==> src/rtl/issue_pkg.sv <==
// Shared types and sizing for the decode issue stage and its write scoreboard.
// Scalar source reads arrive already replicated across every vector element.
package issue_pkg;

    localparam int REG_SIZE  = 16;
    localparam int VEC_SIZE  = 4;
    localparam int SEL_BITS  = 5;
    localparam int CNT_BITS  = 2;
    localparam int CTRL_BITS = 8;
    localparam int NUM_REGS  = 2 ** SEL_BITS;

    typedef logic [SEL_BITS-1:0]                reg_idx_t;
    typedef logic [VEC_SIZE-1:0][REG_SIZE-1:0]  vec_t;
    typedef logic [CTRL_BITS-1:0]               ctrl_t;
    typedef logic [CNT_BITS-1:0]                cnt_t;

    localparam cnt_t CNT_MAX = '1;

    typedef struct packed {
        ctrl_t    ctrl;
        logic     regWrEn;
        reg_idx_t regToWrite;
        vec_t     op1;
        vec_t     op2;
    } issue_pkt_t;

endpackage

==> src/rtl/reg_scoreboard.sv <==
// Per-register count of issued-but-not-retired writes; reports busy sources and full destinations.
// Counters update one cycle after inc/dec; lookups are combinational on registered counts.
module reg_scoreboard
    import issue_pkg::*;
(
    input  logic     clk,
    input  logic     reset,
    input  reg_idx_t rd_sel1,
    input  reg_idx_t rd_sel2,
    input  reg_idx_t rd_dest,
    output logic     busy1,
    output logic     busy2,
    output logic     dest_full,
    input  logic     inc_vld,
    input  reg_idx_t inc_reg,
    input  logic     wb_vld,
    input  reg_idx_t wb_reg,
    input  logic     fl_vld,
    input  reg_idx_t fl_reg
);

    cnt_t                cnt     [NUM_REGS];
    cnt_t                cnt_nxt [NUM_REGS];
    logic [NUM_REGS-1:0] underflow;

    for (genvar r = 0; r < NUM_REGS; r++) begin : g_cnt
        logic                   inc;
        logic                   dec_wb;
        logic                   dec_fl;
        logic signed [CNT_BITS+1:0] sum;
        cnt_t                   nxt;

        assign inc    = inc_vld && (inc_reg == reg_idx_t'(r));
        assign dec_wb = wb_vld  && (wb_reg  == reg_idx_t'(r));
        assign dec_fl = fl_vld  && (fl_reg  == reg_idx_t'(r));

        // Two guard bits: the sign bit catches underflow, the next one anything above CNT_MAX.
        assign sum = $signed({2'b00, cnt[r]})
                   + $signed({{(CNT_BITS+1){1'b0}}, inc})
                   - $signed({{(CNT_BITS+1){1'b0}}, dec_wb})
                   - $signed({{(CNT_BITS+1){1'b0}}, dec_fl});

        always_comb begin
            nxt = sum[CNT_BITS-1:0];
            if (sum[CNT_BITS+1]) begin
                nxt = '0;
            end else if (sum[CNT_BITS]) begin
                nxt = CNT_MAX;
            end
        end

        assign cnt_nxt[r]   = nxt;
        assign underflow[r] = sum[CNT_BITS+1];
    end

    always_ff @(posedge clk or negedge reset) begin
        if (!reset) begin
            cnt <= '{default: '0};
        end else begin
            for (int r = 0; r < NUM_REGS; r++) begin
                cnt[r] <= cnt_nxt[r];
            end
        end
    end

    assign busy1     = (cnt[rd_sel1] != '0);
    assign busy2     = (cnt[rd_sel2] != '0);
    assign dest_full = (cnt[rd_dest] == CNT_MAX);

    // A retirement against an idle register means upstream lost track of its writes.
    assert property (@(posedge clk) disable iff (!reset) underflow == '0);

endmodule

==> src/rtl/decode_issue_stage.sv <==
// Holds a decoded instruction until its sources have no pending writes, then registers it for execute.
// One cycle accept-to-out_valid; in_ready drops on hazard, full destination, flush or occupied slot.
module decode_issue_stage
    import issue_pkg::*;
(
    input  logic                         clk,
    input  logic                         reset,
    input  logic                         in_valid,
    output logic                         in_ready,
    input  logic [SEL_BITS-1:0]          in_rSel1,
    input  logic [SEL_BITS-1:0]          in_rSel2,
    input  logic                         in_use1,
    input  logic                         in_use2,
    input  logic                         in_regWrEn,
    input  logic [SEL_BITS-1:0]          in_regToWrite,
    input  logic [CTRL_BITS-1:0]         in_ctrl,
    input  logic [VEC_SIZE*REG_SIZE-1:0] operand1,
    input  logic [VEC_SIZE*REG_SIZE-1:0] operand2,
    input  logic                         wb_valid,
    input  logic [SEL_BITS-1:0]          wb_reg,
    input  logic                         flush,
    output logic                         out_valid,
    input  logic                         out_ready,
    output logic [VEC_SIZE*REG_SIZE-1:0] out_op1,
    output logic [VEC_SIZE*REG_SIZE-1:0] out_op2,
    output logic [CTRL_BITS-1:0]         out_ctrl,
    output logic                         out_regWrEn,
    output logic [SEL_BITS-1:0]          out_regToWrite,
    output logic                         stall
);

    issue_pkt_t pkt;
    logic       busy1;
    logic       busy2;
    logic       dest_full;
    logic       hazard;
    logic       slot_free;
    logic       issue;

    reg_scoreboard u_sb (
        .clk       (clk),
        .reset     (reset),
        .rd_sel1   (in_rSel1),
        .rd_sel2   (in_rSel2),
        .rd_dest   (in_regToWrite),
        .busy1     (busy1),
        .busy2     (busy2),
        .dest_full (dest_full),
        .inc_vld   (issue && in_regWrEn),
        .inc_reg   (in_regToWrite),
        .wb_vld    (wb_valid),
        .wb_reg    (wb_reg),
        .fl_vld    (flush && out_valid && pkt.regWrEn),
        .fl_reg    (pkt.regToWrite)
    );

    // Registered counts only: a writeback this cycle still blocks, its data lands at this edge.
    assign hazard    = (in_use1 && busy1) || (in_use2 && busy2) || (in_regWrEn && dest_full);
    assign slot_free = !out_valid || (out_ready && !flush);
    assign in_ready  = reset && slot_free && !hazard && !flush;
    assign issue     = in_valid && in_ready;
    assign stall     = in_valid && !in_ready;

    always_ff @(posedge clk or negedge reset) begin
        if (!reset) begin
            out_valid <= 1'b0;
            pkt       <= '0;
        end else if (issue) begin
            out_valid <= 1'b1;
            pkt       <= '{ctrl: in_ctrl, regWrEn: in_regWrEn, regToWrite: in_regToWrite,
                           op1: vec_t'(operand1), op2: vec_t'(operand2)};
        end else if (out_ready || flush) begin
            out_valid <= 1'b0;
        end
    end

    assign out_op1        = pkt.op1;
    assign out_op2        = pkt.op2;
    assign out_ctrl       = pkt.ctrl;
    assign out_regWrEn    = pkt.regWrEn;
    assign out_regToWrite = pkt.regToWrite;

endmodule

==> config.mk <==
export PLATFORM = sky130hd
export DESIGN_NAME = decode_issue_stage
export DESIGN_NICKNAME = d
export VERILOG_FILES = /design/src/rtl/issue_pkg.sv /design/src/rtl/reg_scoreboard.sv /design/src/rtl/decode_issue_stage.sv
export SDC_FILE = /design/constraint.sdc
export NUM_CORES = 1
export LEC_CHECK = 0
export BUFFER_PORTS_ARGS = -buffer_cell sky130_fd_sc_hd__buf_2
export CORE_MARGIN = 4
export CORE_UTILIZATION = 56
export CTS_BUF_LIST = sky130_fd_sc_hd__clkbuf_8
export DETAILED_ROUTE_END_ITERATION = 8
export MAX_ROUTING_LAYER = met4
export PLACE_DENSITY = 0.84
export SLEW_MARGIN = 5
export SYNTH_ARGS = -nofsm -noshare
export SYNTH_HDL_FRONTEND = slang
export SYNTH_HIERARCHICAL = 1
export SYNTH_SLANG_ARGS = --single-unit
==> constraint.sdc <==
create_clock -name clk -period 4.49 [get_ports clk]
set_input_delay 0.6735 -clock clk [delete_from_list [all_inputs] [get_ports clk]]
set_output_delay 0.6735 -clock clk [all_outputs]
set_load 0.01 [all_outputs]
After elaboration in Yosys (flattened, before gate mapping):

Cells that the tools add are included.

* register bits after elaboration: 207
* input bits: 165
* output and inout bits: 145
* word-level logic and storage cells: 437

* add/subtract/negate cells: 96
* $lt $le $gt $ge: 3
* eq/ne operators: 94
* muxes and demuxes: 75
* bitwise gates (word level): 3
* reductions and logical operators: 122

Operator list (count)
* subtractor 4 x 2 -> 4 bit: 64
* == test 5 bit (second input constant): 48
* two-way mux 2 bit: 70
* == test 5 x 4 -> 1 bit (second input constant): 24
* logical AND 1 bit: 108
* adder 2 x 1 -> 3 bit: 32
* == test 5 x 3 -> 1 bit (second input constant): 12
* binary-select mux 2 bit (select 5 bit): 3
* == test 5 x 2 -> 1 bit (second input constant): 6
* >= comparator 6 bit (second input constant): 3
* inverter 5 -> 6 bit: 3
* == test 5 x 1 -> 1 bit (second input constant): 3
* zero test 5 bit: 3
* nonzero test 2 bit: 3
* zero test 1 bit: 4
* logical OR 1 bit: 4
* == test 2 bit (second input constant): 1
* two-way mux 1 bit: 2

Depth between registers and ports, before layout:

Gate-level depths: netlist (run 1).

* depth after elaboration: 19
* mapped depth: 17
* mapped depth without buffers: 16

Modules after synthesis:

The synthesis (run 1) kept the hierarchy.

By module, submodules not included
* reg_scoreboard: instances 1, cells an instance 779, area an instance 6954.2 um2, seq. area each 1601.5 um2
* decode_issue_stage: instances 1, cells an instance 309, area an instance 5302.6 um2, seq. area each 3578.4 um2

Worst setup path after synthesis (run 1):

Ideal clock, no wire load.

* path type: input -> register
* start: input port in_rSel2[1]
* end: register u_sb/cnt[12] (netlist name)
* setup time: 77 ps
* data arrival time: 3548 ps
* data required time: 4413 ps
* setup slack: 865 ps
* stages on the path: 17
* buffers on the path: 1
* path through: buf_6 -> nor3_1 -> a211oi_1 -> nor4_1 -> a22oi_1 -> a21o_1 -> a222oi_1 -> and3_1 -> and3_1 -> nor2b_1 -> nand3_1 -> nor2_1 -> ha_1 -> ha_1 -> inv_1 -> ha_1 -> a21oi_1

* cells in the longest elaborated chain, start to end: 19

Ends and longest elaborated chain
* from (decl): line decode_issue_stage.sv:11 `input logic [SEL_BITS-1:0] in_rSel2,`
* inverter 5 -> 6 bit (implied by the code) (*): line reg_scoreboard.sv:67 `assign busy2 = (cnt[rd_sel2] != '0);`
* binary-select mux 2 bit (select 5 bit) (*): line reg_scoreboard.sv:67
* two-way mux 2 bit (implied by the code) (*) (2 in a row): line reg_scoreboard.sv:67
* nonzero test 2 bit (*): line reg_scoreboard.sv:67
* named net busy2: line decode_issue_stage.sv:34 `logic busy2;`
* logical AND 1 bit (*): line decode_issue_stage.sv:58 `assign hazard = (in_use1 && busy1) || (in_use2 && busy2) || (in_regWrEn && dest_full);`
* logical OR 1 bit (*) (2 in a row): line decode_issue_stage.sv:58
* zero test 1 bit (*): line decode_issue_stage.sv:60 `assign in_ready = reset && slot_free && !hazard && !flush;`
* [2 not listed]
* named net in_ready: line decode_issue_stage.sv:9 `output logic in_ready,`
* [1 not listed]
* logical AND 1 bit (*): line decode_issue_stage.sv:49 `.inc_vld (issue && in_regWrEn),`
* logical AND 1 bit (*): line reg_scoreboard.sv:33 `assign inc = inc_vld && (inc_reg == reg_idx_t'(r));`
* adder 2 x 1 -> 3 bit (*): line reg_scoreboard.sv:39 `+ $signed({{(CNT_BITS+1){1'b0}}, inc})`
* subtractor 4 x 2 -> 4 bit (*): line reg_scoreboard.sv:40 `- $signed({{(CNT_BITS+1){1'b0}}, dec_wb})`
* subtractor 4 x 2 -> 4 bit (*): line reg_scoreboard.sv:41 `- $signed({{(CNT_BITS+1){1'b0}}, dec_fl});`
* two-way mux 2 bit: line reg_scoreboard.sv:47 `end else if (sum[CNT_BITS]) begin`
* two-way mux 2 bit (*): line reg_scoreboard.sv:45 `if (sum[CNT_BITS+1]) begin`
* named net u_sb.g_cnt[25].nxt[0]: line reg_scoreboard.sv:31 `cnt_t nxt;`
* to (signal, indexed assignment): line reg_scoreboard.sv:61 `cnt[r] <= cnt_nxt[r];`
* to (decl): line reg_scoreboard.sv:22 `cnt_t cnt [NUM_REGS];`

Mark *: on every way through the listed nets, which the timed path passes. The rest lies on a longest branch. The select of a mux whose other input is x is not followed.
A chain may end at the register's enable or synchronous reset.

Worst setup path in the final report (run 1):

* start: register u_sb/cnt[19] (netlist name)
* end: register u_sb/cnt[10] (netlist name)

* cells in the longest elaborated chain, start to end: 18
* elaborated cells between the ends (all ways): 28
* those cells by class: add/sub: 3; eq/ne: 1; mux: 11; reduce/logical: 13

Ends and longest elaborated chain
* binary-select mux 2 bit (select 5 bit) (*): line reg_scoreboard.sv:66 `assign busy1 = (cnt[rd_sel1] != '0);`
* two-way mux 2 bit (implied by the code) (*) (2 in a row): line reg_scoreboard.sv:66
* nonzero test 2 bit (*): line reg_scoreboard.sv:66
* named net busy1: line decode_issue_stage.sv:33 `logic busy1;`
* logical AND 1 bit (*): line decode_issue_stage.sv:58
* logical OR 1 bit (*) (2 in a row): line decode_issue_stage.sv:58
* zero test 1 bit (*): line decode_issue_stage.sv:60
* logical AND 1 bit (*) (2 in a row): line decode_issue_stage.sv:60
* logical AND 1 bit (*): line decode_issue_stage.sv:61 `assign issue = in_valid && in_ready;`
* logical AND 1 bit (*): line decode_issue_stage.sv:49
* logical AND 1 bit (*): line reg_scoreboard.sv:33
* adder 2 x 1 -> 3 bit (*): line reg_scoreboard.sv:39
* subtractor 4 x 2 -> 4 bit (*): line reg_scoreboard.sv:40
* subtractor 4 x 2 -> 4 bit (*): line reg_scoreboard.sv:41
* two-way mux 2 bit: line reg_scoreboard.sv:47
* two-way mux 2 bit (*): line reg_scoreboard.sv:45
* named net u_sb.g_cnt[26].nxt[0]: line reg_scoreboard.sv:31

Marks and branches as above.

==> results.py, run 1 <==
metrics = {
    "status": {
        "outcome": "finished, final reports clean",
    },
    "setup_path": {
        "crit_fanout": 4,
        "worstSetupPathType": "flop to flop",
        "start_kind": "flop",
        "cp_capture_type": "flop",
        "worst-endpoint-required_ns": 4.94,
        "arrival_ns": 4.47,
    },
    "clock_tree": {
        "cts.reportedPaths.clkPinSlew_ns": 0.06,
        "cts_sinks": 207,
        "cts_tree": "yes",
        "htree_num_levels": 2,
        "postCtsSetupBuffers": 0,
        "cts-hold-fix-buffers": 0,
        "cts-root-to-sink-buffers": 3,
        "post_cts_resize_count": 0,
        "tritoncts.num_buffers": 37,
        "insertion_delay_ns": 0.55,
        "ctsRootBufferMaster": "sky130_fd_sc_hd__clkbuf_8",
    },
    "routing": {
        "remaining_drc_errors": 0,
        "vias_per_cell": 5.45,
        "drtPass1Iterations": 6,
        "detail_route.iter0.violations": 648,
        "final_antenna_net_count": 0,
        "count_of_vias_placed_by_the_detailed_router": 9383,
        "routed_wire_length_um": 35100,
        "wl_per_cell_um": 20.4,
    },
    "final_layout": {
        "areaGrowthSynthToFinish_pct": 21.4,
        "final_cell_area_um2": 14900,
        "drive_above_1_share_pct": 31.4,
        "layout.cells.non_filler": 1722,
        "nets": 1769,
    },
    "sta": {
        "finalSetupViolCount": 0,
        "max_slew_margin_pct": 35.4,
        "maxSlewViolCount": 0,
        "setup_repair_after_global_routing_missed_its_margin": "no",
        "fmaxAchievable_mhz": 249,
        "skew_ns": 0.0308,
        "timing.final.crit_period_ns": 4.02,
        "timing.final.crit_share_pct": 89.5,
        "tightestPinTransition_ns": 0.969,
        "timing.setup.tns_ns": 0,
        "report.final.hold_viol_count": 0,
        "timing.hold.ws_ns": 0.344,
    },
    "synth": {
        "post_synth_inst_count": 1088,
        "syn_nets": 1445,
        "yosysWarnings": 6,
        "post_synth_num_cell_types": 42,
        "synth_ff_type": "sky130_fd_sc_hd__dfrtp_1",
        "number_of_flops_mapped_to_enable_cells_by_yosys": 0,
        "yosysSeqAreaShare_pct": 42.3,
        "cell_area_after_technology_mapping_um2": 12300,
        "synth_top_cell_area_share_pct": 42.3,
        "yosys_top_cell_by_area": "sky130_fd_sc_hd__dfrtp_1",
        "netlist_top_cells_area": "sky130_fd_sc_hd__dfrtp_1 42%, sky130_fd_sc_hd__ha_1 13%, sky130_fd_sc_hd__fa_1 10%",
        "async_set_or_reset_register_ratio_after_synthesis_pct": 100,
        "syn-mean-instance-area_um2": 11.3,
        "yosys_register_bits": 207,
    },
    "placed_design": {
        "placement.io_buffers": 309,
        "total_instance_count_after_detailed_placement": 1648,
        "gp_routability_congestion": 0.975,
        "place.detailed.hpwl_um": 27400,
        "place_area_um2": 14100,
    },
    "die": {
        "starting_density_pct": 57.6,
        "chipHeight_um": 156,
        "ios": 310,
        "row_count": 53,
        "die_width_um": 156,
        "floorplan.core_area_um2": 21300,
        "design.die.area_um2": 24300,
    },
    "run": {
        "cap_viol_max_count": 0,
    },
    "hold_path": {
        "worst_hold_path_type": "input pin to flop",
    },
    "grt": {
        "first_pass_grt_wire_length_um": 54700,
        "grt.overflow.total": 0,
        "first_global_vias": 9811,
        "grt_start_max_net_pins": 79,
        "groute.usage.overall_pct": 30.1,
        "antenna_found_initial": 9,
    },
    "power": {
        "max-vdd-ir-drop_mv": 0.391,
        "totalPowerFinal_mw": 7.21,
        "pwr_density_cell_nw_per_um2": 484,
        "p_leak_nw": 7.66,
    },
}
## sequential cells by signal, indices dropped and copies added, names as in the netlist
| signal | count |
|---|---|
| out_valid | 1 |
| out_regToWrite | 5 |
| out_op1 | 64 |
| out_ctrl | 8 |
| u_sb/cnt | 64 |
| out_regWrEn | 1 |
| out_op2 | 64 |
## worst paths after layout
path	from	to	slack (ns)	cells past startpoint
worst max-delay path	u_sb/cnt[19]$_DFF_PN0_	u_sb/cnt[10]$_DFF_PN0_	0.47	16
worst min-delay path	operand1[54]	out_op1[54]$_DFFE_PN0P_	0.34	2
worst max register to register	u_sb/cnt[19]$_DFF_PN0_	u_sb/cnt[10]$_DFF_PN0_	0.47	16
worst min register to register	out_op2[13]$_DFFE_PN0P_	out_op2[13]$_DFFE_PN0P_	0.48	1
max in group asynchronous	reset	out_op1[50]$_DFFE_PN0P_	2.62	3
min in group asynchronous	reset	u_sb/cnt[46]$_DFF_PN0_	0.37	2
## cell type report
class,instances,area (um^2)
fill,1552,6400
multi-input combinational,685,6310
sequential,207,5180
timing repair buffer,319,1670
clock buffer,46,633
inverter,162,608
tap,275,344
clock inverter,19,116
antenna,9,22.5
## power breakdown
group | switching [mW] | internal [mW] | total [mW]
clock | 0.806 | 0.987 | 1.79
sequential | 0.511 | 2.54 | 3.05
combinational | 1.31 | 1.05 | 2.36
## synth_stat cells (14+ instances only)
| library cell | n |
|---|---|
| sky130_fd_sc_hd__a21oi_1 | 32 |
| sky130_fd_sc_hd__buf_2 | 16 |
| sky130_fd_sc_hd__mux2_1 | 69 |
| sky130_fd_sc_hd__ha_1 | 128 |
| sky130_fd_sc_hd__nor2b_1 | 14 |
| sky130_fd_sc_hd__inv_1 | 162 |
| sky130_fd_sc_hd__nor3_1 | 31 |
| sky130_fd_sc_hd__nand2_1 | 86 |
| sky130_fd_sc_hd__dfrtp_1 | 207 |
| sky130_fd_sc_hd__nor2_1 | 70 |
| sky130_fd_sc_hd__mux2_2 | 73 |
| sky130_fd_sc_hd__nand3_1 | 29 |
| sky130_fd_sc_hd__a211oi_1 | 14 |
| sky130_fd_sc_hd__clkbuf_1 | 14 |
| sky130_fd_sc_hd__fa_1 | 64 |
## placed cells by master (no fill, tap or decap), drive strengths merged, types with 29 or more instances in the layout
cell type | synthesis | final
fa | 64 | 64
mux2 | 142 | 142
nor2 | 70 | 70
clkbuf | 14 | 47
dfrtp | 207 | 207
nand3 | 29 | 29
nand2 | 86 | 86
ha | 128 | 128
a21oi | 32 | 32
buf | 20 | 318
inv | 162 | 175
nor3 | 31 | 31
## critical path: stages (launching register included)
cell and delay [ns]:
sky130_fd_sc_hd__dfrtp_1 0.43, sky130_fd_sc_hd__nor2_1 0.32, sky130_fd_sc_hd__mux4_2 0.32, sky130_fd_sc_hd__nor2_1 0.04, sky130_fd_sc_hd__o31ai_1 0.29, sky130_fd_sc_hd__nor3_1 0.11, sky130_fd_sc_hd__a222oi_1 0.47, sky130_fd_sc_hd__and3_1 0.25
sky130_fd_sc_hd__and3_1 0.17, sky130_fd_sc_hd__nor2b_1 0.32, sky130_fd_sc_hd__nand3_1 0.24, sky130_fd_sc_hd__nor2_1 0.17, sky130_fd_sc_hd__ha_1 0.22, sky130_fd_sc_hd__ha_1 0.15, sky130_fd_sc_hd__inv_1 0.04, sky130_fd_sc_hd__ha_1 0.27
sky130_fd_sc_hd__a21oi_1 0.13
## routing by layer
layer  wire (um)  track usage (%)  part of all wire (%)  vias up
li1            -                -                     -     4235
met1       12800             35.4                    36     4577
met2       17500             49.5                    50      482
met3        3420             8.79                   9.7       89
met4        1420             10.8                   4.0        0
met5           0                -                     0        -
## kinds of logic after synthesis
logic type | Yosys count | share of synthesized area, %
simple gates | 261 | 9.58
flops | 207 | 42.3
compound gates | 86 | 4.63
fa+ha+maj | 192 | 23.5
mux | 146 | 13.8
buf+inv | 196 | 6.23
## stage by stage
stage / worst slack [ns] / utilization (%)
6_report: 0.470 / 69.9
3_5_place_dp: 0.162 / 66.3
4_1_cts: 0.548 / 69.8
3_3_place_gp: 0.301 / 66.3
5_1_grt: 0.151 / 69.9
2_1_floorplan: 0.865 / -
Power figures use the tool's default switching activity.
==> inputs of run 2 (changes only) <==
Settings changed: CTS_BUF_LIST sky130_fd_sc_hd__clkbuf_8 to sky130_fd_sc_hd__clkbuf_2 sky130_fd_sc_hd__clkbuf_4 sky130_fd_sc_hd__clkbuf_8, PLACE_DENSITY 0.84 to 0.89.
==> results.py, run 2 (synthesis results as in run 1) <==
metrics = {
    "sta": {
        "fmaxAchievable_mhz": 244,
        "timing.final.crit_share_pct": 91.1,
        "finalSetupViolCount": 0,
        "skew_ns": 0.0156,
        "final_critical_path_setup_slack_ns": 0.399,
        "timing.hold.ws_ns": 0.0781,
        "timing.final.crit_period_ns": 4.09,
        "tightestPinTransition_ns": 1.07,
        "report.final.hold_viol_count": 0,
        "max_slew_margin_pct": 28.3,
        "maxSlewViolCount": 0,
        "setup_repair_after_global_routing_missed_its_margin": "no",
        "timing.setup.tns_ns": 0,
    },
    "final_layout": {
        "final_cell_area_um2": 14900,
        "layout.cells.non_filler": 1723,
        "areaGrowthSynthToFinish_pct": 21.8,
        "drive_above_1_share_pct": 32.2,
        "mostFrequentLayoutCell": "sky130_fd_sc_hd__buf_2",
        "layout_common_cells": "308 x sky130_fd_sc_hd__buf_2, 207 x sky130_fd_sc_hd__dfrtp_1, 162 x sky130_fd_sc_hd__inv_1, 128 x sky130_fd_sc_hd__ha_1, 86 x sky130_fd_sc_hd__nand2_1",
        "final.fill_count": 1496,
        "nets": 1766,
    },
    "routing": {
        "detail_route.iter0.violations": 753,
        "top_metal_layer_carrying_routed_signals": "met4",
        "count_of_vias_placed_by_the_detailed_router": 9579,
        "remaining_drc_errors": 0,
        "wl_met3_um": 3830,
        "final_antenna_net_count": 0,
        "routed_wire_length_um": 36300,
        "wl_met1_um": 12700,
        "wl_per_cell_um": 21.1,
        "met2RoutedLength_um": 18000,
        "vias_per_cell": 5.56,
        "drtPass1Iterations": 6,
    },
    "power": {
        "p_leak_nw": 7.64,
        "p_sw_share_pct": 36.1,
        "pwr_density_cell_nw_per_um2": 492,
        "power.share.clock_pct": 25.8,
        "sequential_fraction_of_design_power_pct": 42.0,
        "fraction_of_power_consumed_by_combinational_cells_pct": 32.2,
        "p_int_mw": 4.70,
        "net-switching-power_mw": 2.65,
        "max-vdd-ir-drop_mv": 0.490,
    },
    "placed_design": {
        "dp_slack_ns": 0.122,
        "gp_routability_congestion": 1.01,
        "placement.io_buffers": 309,
        "place.detailed.hpwl_um": 28200,
        "place_area_um2": 14100,
        "total_instance_count_after_detailed_placement": 1645,
    },
    "grt": {
        "antenna_found_initial": 10,
        "first_global_vias": 10200,
        "first_pass_grt_wire_length_um": 55700,
        "grt_start_max_net_pins": 65,
        "groute.usage.overall_pct": 30.6,
        "grt.overflow.total": 0,
    },
    "clock_tree": {
        "htree_num_levels": 2,
        "cts_sinks": 207,
        "cts-root-to-sink-buffers": 3,
        "cts.reportedPaths.clkPinSlew_ns": 0.06,
        "insertion_delay_ns": 0.53,
        "ctsRootBufferMaster": "sky130_fd_sc_hd__clkbuf_8",
        "post_cts_resize_count": 0,
        "tritoncts.num_buffers": 37,
        "cts_tree": "yes",
        "cts-hold-fix-buffers": 0,
        "postCtsSetupBuffers": 0,
    },
    "status": {
        "outcome": "finished, final reports clean",
    },
    "die": {
        "row_count": 53,
        "chipHeight_um": 156,
        "starting_density_pct": 57.6,
        "floorplan.core_area_um2": 21300,
        "ios": 310,
        "die_width_um": 156,
        "design.die.area_um2": 24300,
    },
    "setup_path": {
        "crit_fanout": 5,
        "cp_cell_sequence": "nor2_1, mux4_2, nor2_1, o31ai_1, nor3_1, a222oi_1, and3_1, and3_1, nor2b_1, nand2_1, nor2_1, ha_1, ha_1, inv_1, ha_1, a21oi_1",
        "worstSetupPathType": "flop to flop",
        "start_kind": "flop",
        "worst-endpoint-required_ns": 4.93,
        "arrival_ns": 4.53,
        "timing.critical_path.slowest_cell_delay_ns": 0.45,
        "critical_path.slowest_cell": "sky130_fd_sc_hd__a222oi_1",
        "cp_capture_type": "flop",
    },
    "run": {
        "cap_viol_max_count": 0,
    },
    "hold_path": {
        "worst_hold_path_type": "input pin to async pin",
    },
}
[run 2: changes by cell type in the layout (fill, tap and decap cells not counted), sizes merged]
| cell | delta |
|---|---|
| buf | -3 |
| clkbuf | +15 |
| clkinv | -2 |
| diode | +2 |
| inv | -11 |
[run 2: power groups by stage]
| stage | Combinational [mW] | Sequential [mW] | Clock [mW] |
|---|---|---|---|
| after floorplan | 0.972 | 3.24 | 0 |
| after global placement | 2.26 | 3.04 | 0 |
| after detailed placement | 2.35 | 3.09 | 0 |
| after CTS | 2.38 | 3.07 | 1.94 |
| after global routing | 2.54 | 3.17 | 2.02 |
| final | 2.37 | 3.08 | 1.90 |
[run 2: worst max-delay path, delay by kind of cell (launching register included)]
| kind | cells | cell delay [ns] |
|---|---|---|
| AOI/OAI and AO/OA | 3 | 0.91 |
| DFF | 1 | 0.44 |
| and+or+nand+nor | 8 | 1.68 |
| muxes | 1 | 0.30 |
| adders and majority gates | 3 | 0.65 |
| buffers and inverters | 1 | 0.04 |
[run 2: path summary, 6_finish.rpt]
| check | to | slack, ns | cells after the start | from |
|---|---|---|---|---|
| min in group clk | out_op1[7]$_DFFE_PN0P_ | 0.35 | 2 | operand1[7] |
| setup / recovery | u_sb/cnt[62]$_DFF_PN0_ | 0.40 | 16 | u_sb/cnt[17]$_DFF_PN0_ |
| setup reg to reg | u_sb/cnt[62]$_DFF_PN0_ | 0.40 | 16 | u_sb/cnt[17]$_DFF_PN0_ |
| hold / removal | u_sb/cnt[36]$_DFF_PN0_ | 0.08 | 1 | reset |
| max in group asynchronous | out_op2[23]$_DFFE_PN0P_ | 3.21 | 2 | reset |
| hold reg to reg | out_op1[45]$_DFFE_PN0P_ | 0.49 | 1 | out_op1[45]$_DFFE_PN0P_ |
[run 2: final cells by class]
| class | instances | area (um^2) | area share (%) |
|---|---|---|---|
| sequential | 207 | 5180 | 34.7 |
| multi-input combinational | 685 | 6310 | 42.3 |
| tap | 275 | 344 | 2.31 |
| clock buffer | 61 | 739 | 4.95 |
| timing repair buffer | 316 | 1650 | 11.0 |
| antenna | 11 | 27.5 | 0.184 |
| inverter | 162 | 608 | 4.07 |
| clock inverter | 6 | 68.8 | 0.461 |
[run 2: routing by layer]
| layer | GRT usage, % | vias up |
|---|---|---|
| met5 | - | - |
| met4 | 13.5 | 0 |
| met3 | 9.32 | 108 |
| met2 | 49.8 | 527 |
| met1 | 35.1 | 4702 |
| li1 | - | 4242 |
[run 2: metrics by stage]
step	total power, mW	utilization [%]
final	7.35	70.1
after global placement	5.30	66.2
after floorplan	4.22	-
after CTS	7.39	70.0
after detailed placement	5.44	66.2
after global routing	7.73	70.1
==> inputs of run 3 (changes only) <==
Settings changed: CORE_MARGIN 4 to 2.
==> results.py, run 3 (synthesis results as in run 1) <==
metrics = {
    "placed_design": {
        "gp_routability_congestion": 1.01,
        "place.detailed.hpwl_um": 27800,
        "placement.io_buffers": 309,
    },
    "routing": {
        "detail_route.iter0.violations": 712,
        "routed_wire_length_um": 35700,
        "count_of_vias_placed_by_the_detailed_router": 9632,
        "vias_per_cell": 5.58,
        "remaining_drc_errors": 0,
        "wl_per_cell_um": 20.7,
        "final_antenna_net_count": 0,
        "drtPass1Iterations": 6,
    },
    "clock_tree": {
        "tritoncts.num_buffers": 37,
        "cts-hold-fix-buffers": 0,
        "cts_tree": "yes",
        "cts-root-to-sink-buffers": 3,
        "ctsRootBufferMaster": "sky130_fd_sc_hd__clkbuf_8",
        "cts.reportedPaths.clkPinSlew_ns": 0.05,
        "cts_sinks": 207,
        "insertion_delay_ns": 0.54,
        "htree_num_levels": 2,
    },
    "die": {
        "floorplan.core_area_um2": 21600,
        "ios": 310,
        "starting_density_pct": 56.7,
        "die_width_um": 152,
        "chipHeight_um": 152,
        "design.die.area_um2": 23100,
        "row_count": 54,
    },
    "setup_path": {
        "cp.depth": 17,
        "crit_fanout": 4,
        "worstRegToRegCells": 17,
        "critical-path-top-delay-family": "simple AND/OR/NAND/NOR gates",
        "cp_cell_sequence": "nor2_1, a2111oi_0, nor4_1, a221oi_1, a21o_1, a222oi_1, buf_4, and3_1, and3_1, nor2b_1, nand3_1, nor2_1, ha_1, ha_1, inv_1, ha_1, a21oi_1",
        "worstSetupPathType": "flop to flop",
        "timing.critical_path.slowest_cell_delay_ns": 0.43,
        "cp_capture_type": "flop",
        "arrival_ns": 4.52,
        "critPathBufInv": 2,
        "critical_path.slowest_cell": "sky130_fd_sc_hd__dfrtp_1",
        "worst-endpoint-required_ns": 4.92,
        "start_kind": "flop",
        "critical-path-top-cell-by-count": "sky130_fd_sc_hd__ha_1",
    },
    "sta": {
        "report.final.hold_viol_count": 0,
        "max_slew_margin_pct": 38.1,
        "tightestPinTransition_ns": 0.927,
        "maxSlewViolCount": 0,
        "timing.hold.ws_ns": 0.351,
        "timing.final.crit_share_pct": 91.0,
        "skew_ns": 0.0261,
        "fmaxAchievable_mhz": 245,
        "finalSetupViolCount": 0,
        "timing.final.crit_period_ns": 4.09,
        "setup_repair_after_global_routing_missed_its_margin": "no",
    },
    "grt": {
        "antenna_found_initial": 15,
        "first_global_vias": 10400,
        "grt_start_max_net_pins": 144,
        "groute.usage.overall_pct": 32.0,
        "grt.overflow.total": 0,
        "first_pass_grt_wire_length_um": 55900,
    },
    "hold_path": {
        "worst_hold_path_type": "input pin to flop",
        "count_of_cells_along_the_worst_hold_path": 2,
    },
    "final_layout": {
        "drive_above_1_share_pct": 31.9,
        "mostFrequentLayoutCell": "sky130_fd_sc_hd__buf_2",
        "final.fill_count": 1626,
        "seq_area_um2": 5180,
        "multiInputGateArea_um2": 6310,
        "nets": 1766,
        "layout_common_cells": "308 x sky130_fd_sc_hd__buf_2, 207 x sky130_fd_sc_hd__dfrtp_1, 162 x sky130_fd_sc_hd__inv_1, 128 x sky130_fd_sc_hd__ha_1, 86 x sky130_fd_sc_hd__nand2_1",
        "areaGrowthSynthToFinish_pct": 21.5,
    },
    "power": {
        "p_leak_nw": 7.61,
        "pwr_density_cell_nw_per_um2": 491,
        "totalPowerFinal_mw": 7.31,
        "max-vdd-ir-drop_mv": 0.529,
    },
    "run": {
        "cap_viol_max_count": 0,
    },
    "status": {
        "outcome": "finished, final reports clean",
    },
}
run 3: cell count changes in the layout (fill, tap and decap cells not counted), sizes merged:
cell,change
bufinv,+1
clkbuf,-8
clkinv,+1
clkinvlp,+2
diode,+3
inv,-2
run 3: final timing paths:
kind,endpoint,start,slack [ns]
hold reg to reg,out_op1[1]$_DFFE_PN0P_,out_op1[1]$_DFFE_PN0P_,0.48
min in group asynchronous,u_sb/cnt[40]$_DFF_PN0_,reset,0.39
max in group asynchronous,out_op1[12]$_DFFE_PN0P_,reset,2.76
setup / recovery,u_sb/cnt[14]$_DFF_PN0_,u_sb/cnt[43]$_DFF_PN0_,0.40
setup reg to reg,u_sb/cnt[14]$_DFF_PN0_,u_sb/cnt[43]$_DFF_PN0_,0.40
hold / removal,out_op1[1]$_DFFE_PN0P_,operand1[1],0.35
run 3: through the flow:
stage | instance area, um^2 | util (%) | std cells | setup slack [ns] | setup TNS [ns]
finish | 14900 | 68.9 | 1725 | 0.405 | 0
floorplan | 12300 | - | 1088 | 0.865 | 0
CTS | 14900 | 68.7 | 1710 | 0.394 | 0
global route | 14900 | 68.9 | 1725 | 0.0997 | 0
global placement | 14100 | 65.2 | 1649 | 0.212 | 0
detailed placement | 14100 | 65.2 | 1649 | -0.0420 | -0.256
run 3: layer usage:
layer | GRT usage (%) | wire [um]
met1 | 35.5 | 12400
met3 | 10.4 | 3780
met2 | 52.1 | 17400
met5 | - | 0
met4 | 16.2 | 2130
run 3: layout make-up:
type / instances / share of cell area (%)
multi-input combinational: 685 / 42.4
inverter: 162 / 4.08
tap: 280 / 2.35
timing repair buffer: 316 / 11.0
antenna: 14 / 0.235
sequential: 207 / 34.8
clock buffer: 53 / 4.48
clock inverter: 8 / 0.638
run 3: power breakdown:
part	internal, mW	switching [mW]	leakage (nW)
Sequential	2.54	0.531	2.53
Clock	1.07	0.797	0.399
Combinational	1.05	1.32	4.68
run 3: what timing repair did:
action,CTS,global route
buffers inserted,0,1
gates resized for setup,0,0
setup endpoints to repair,0,1
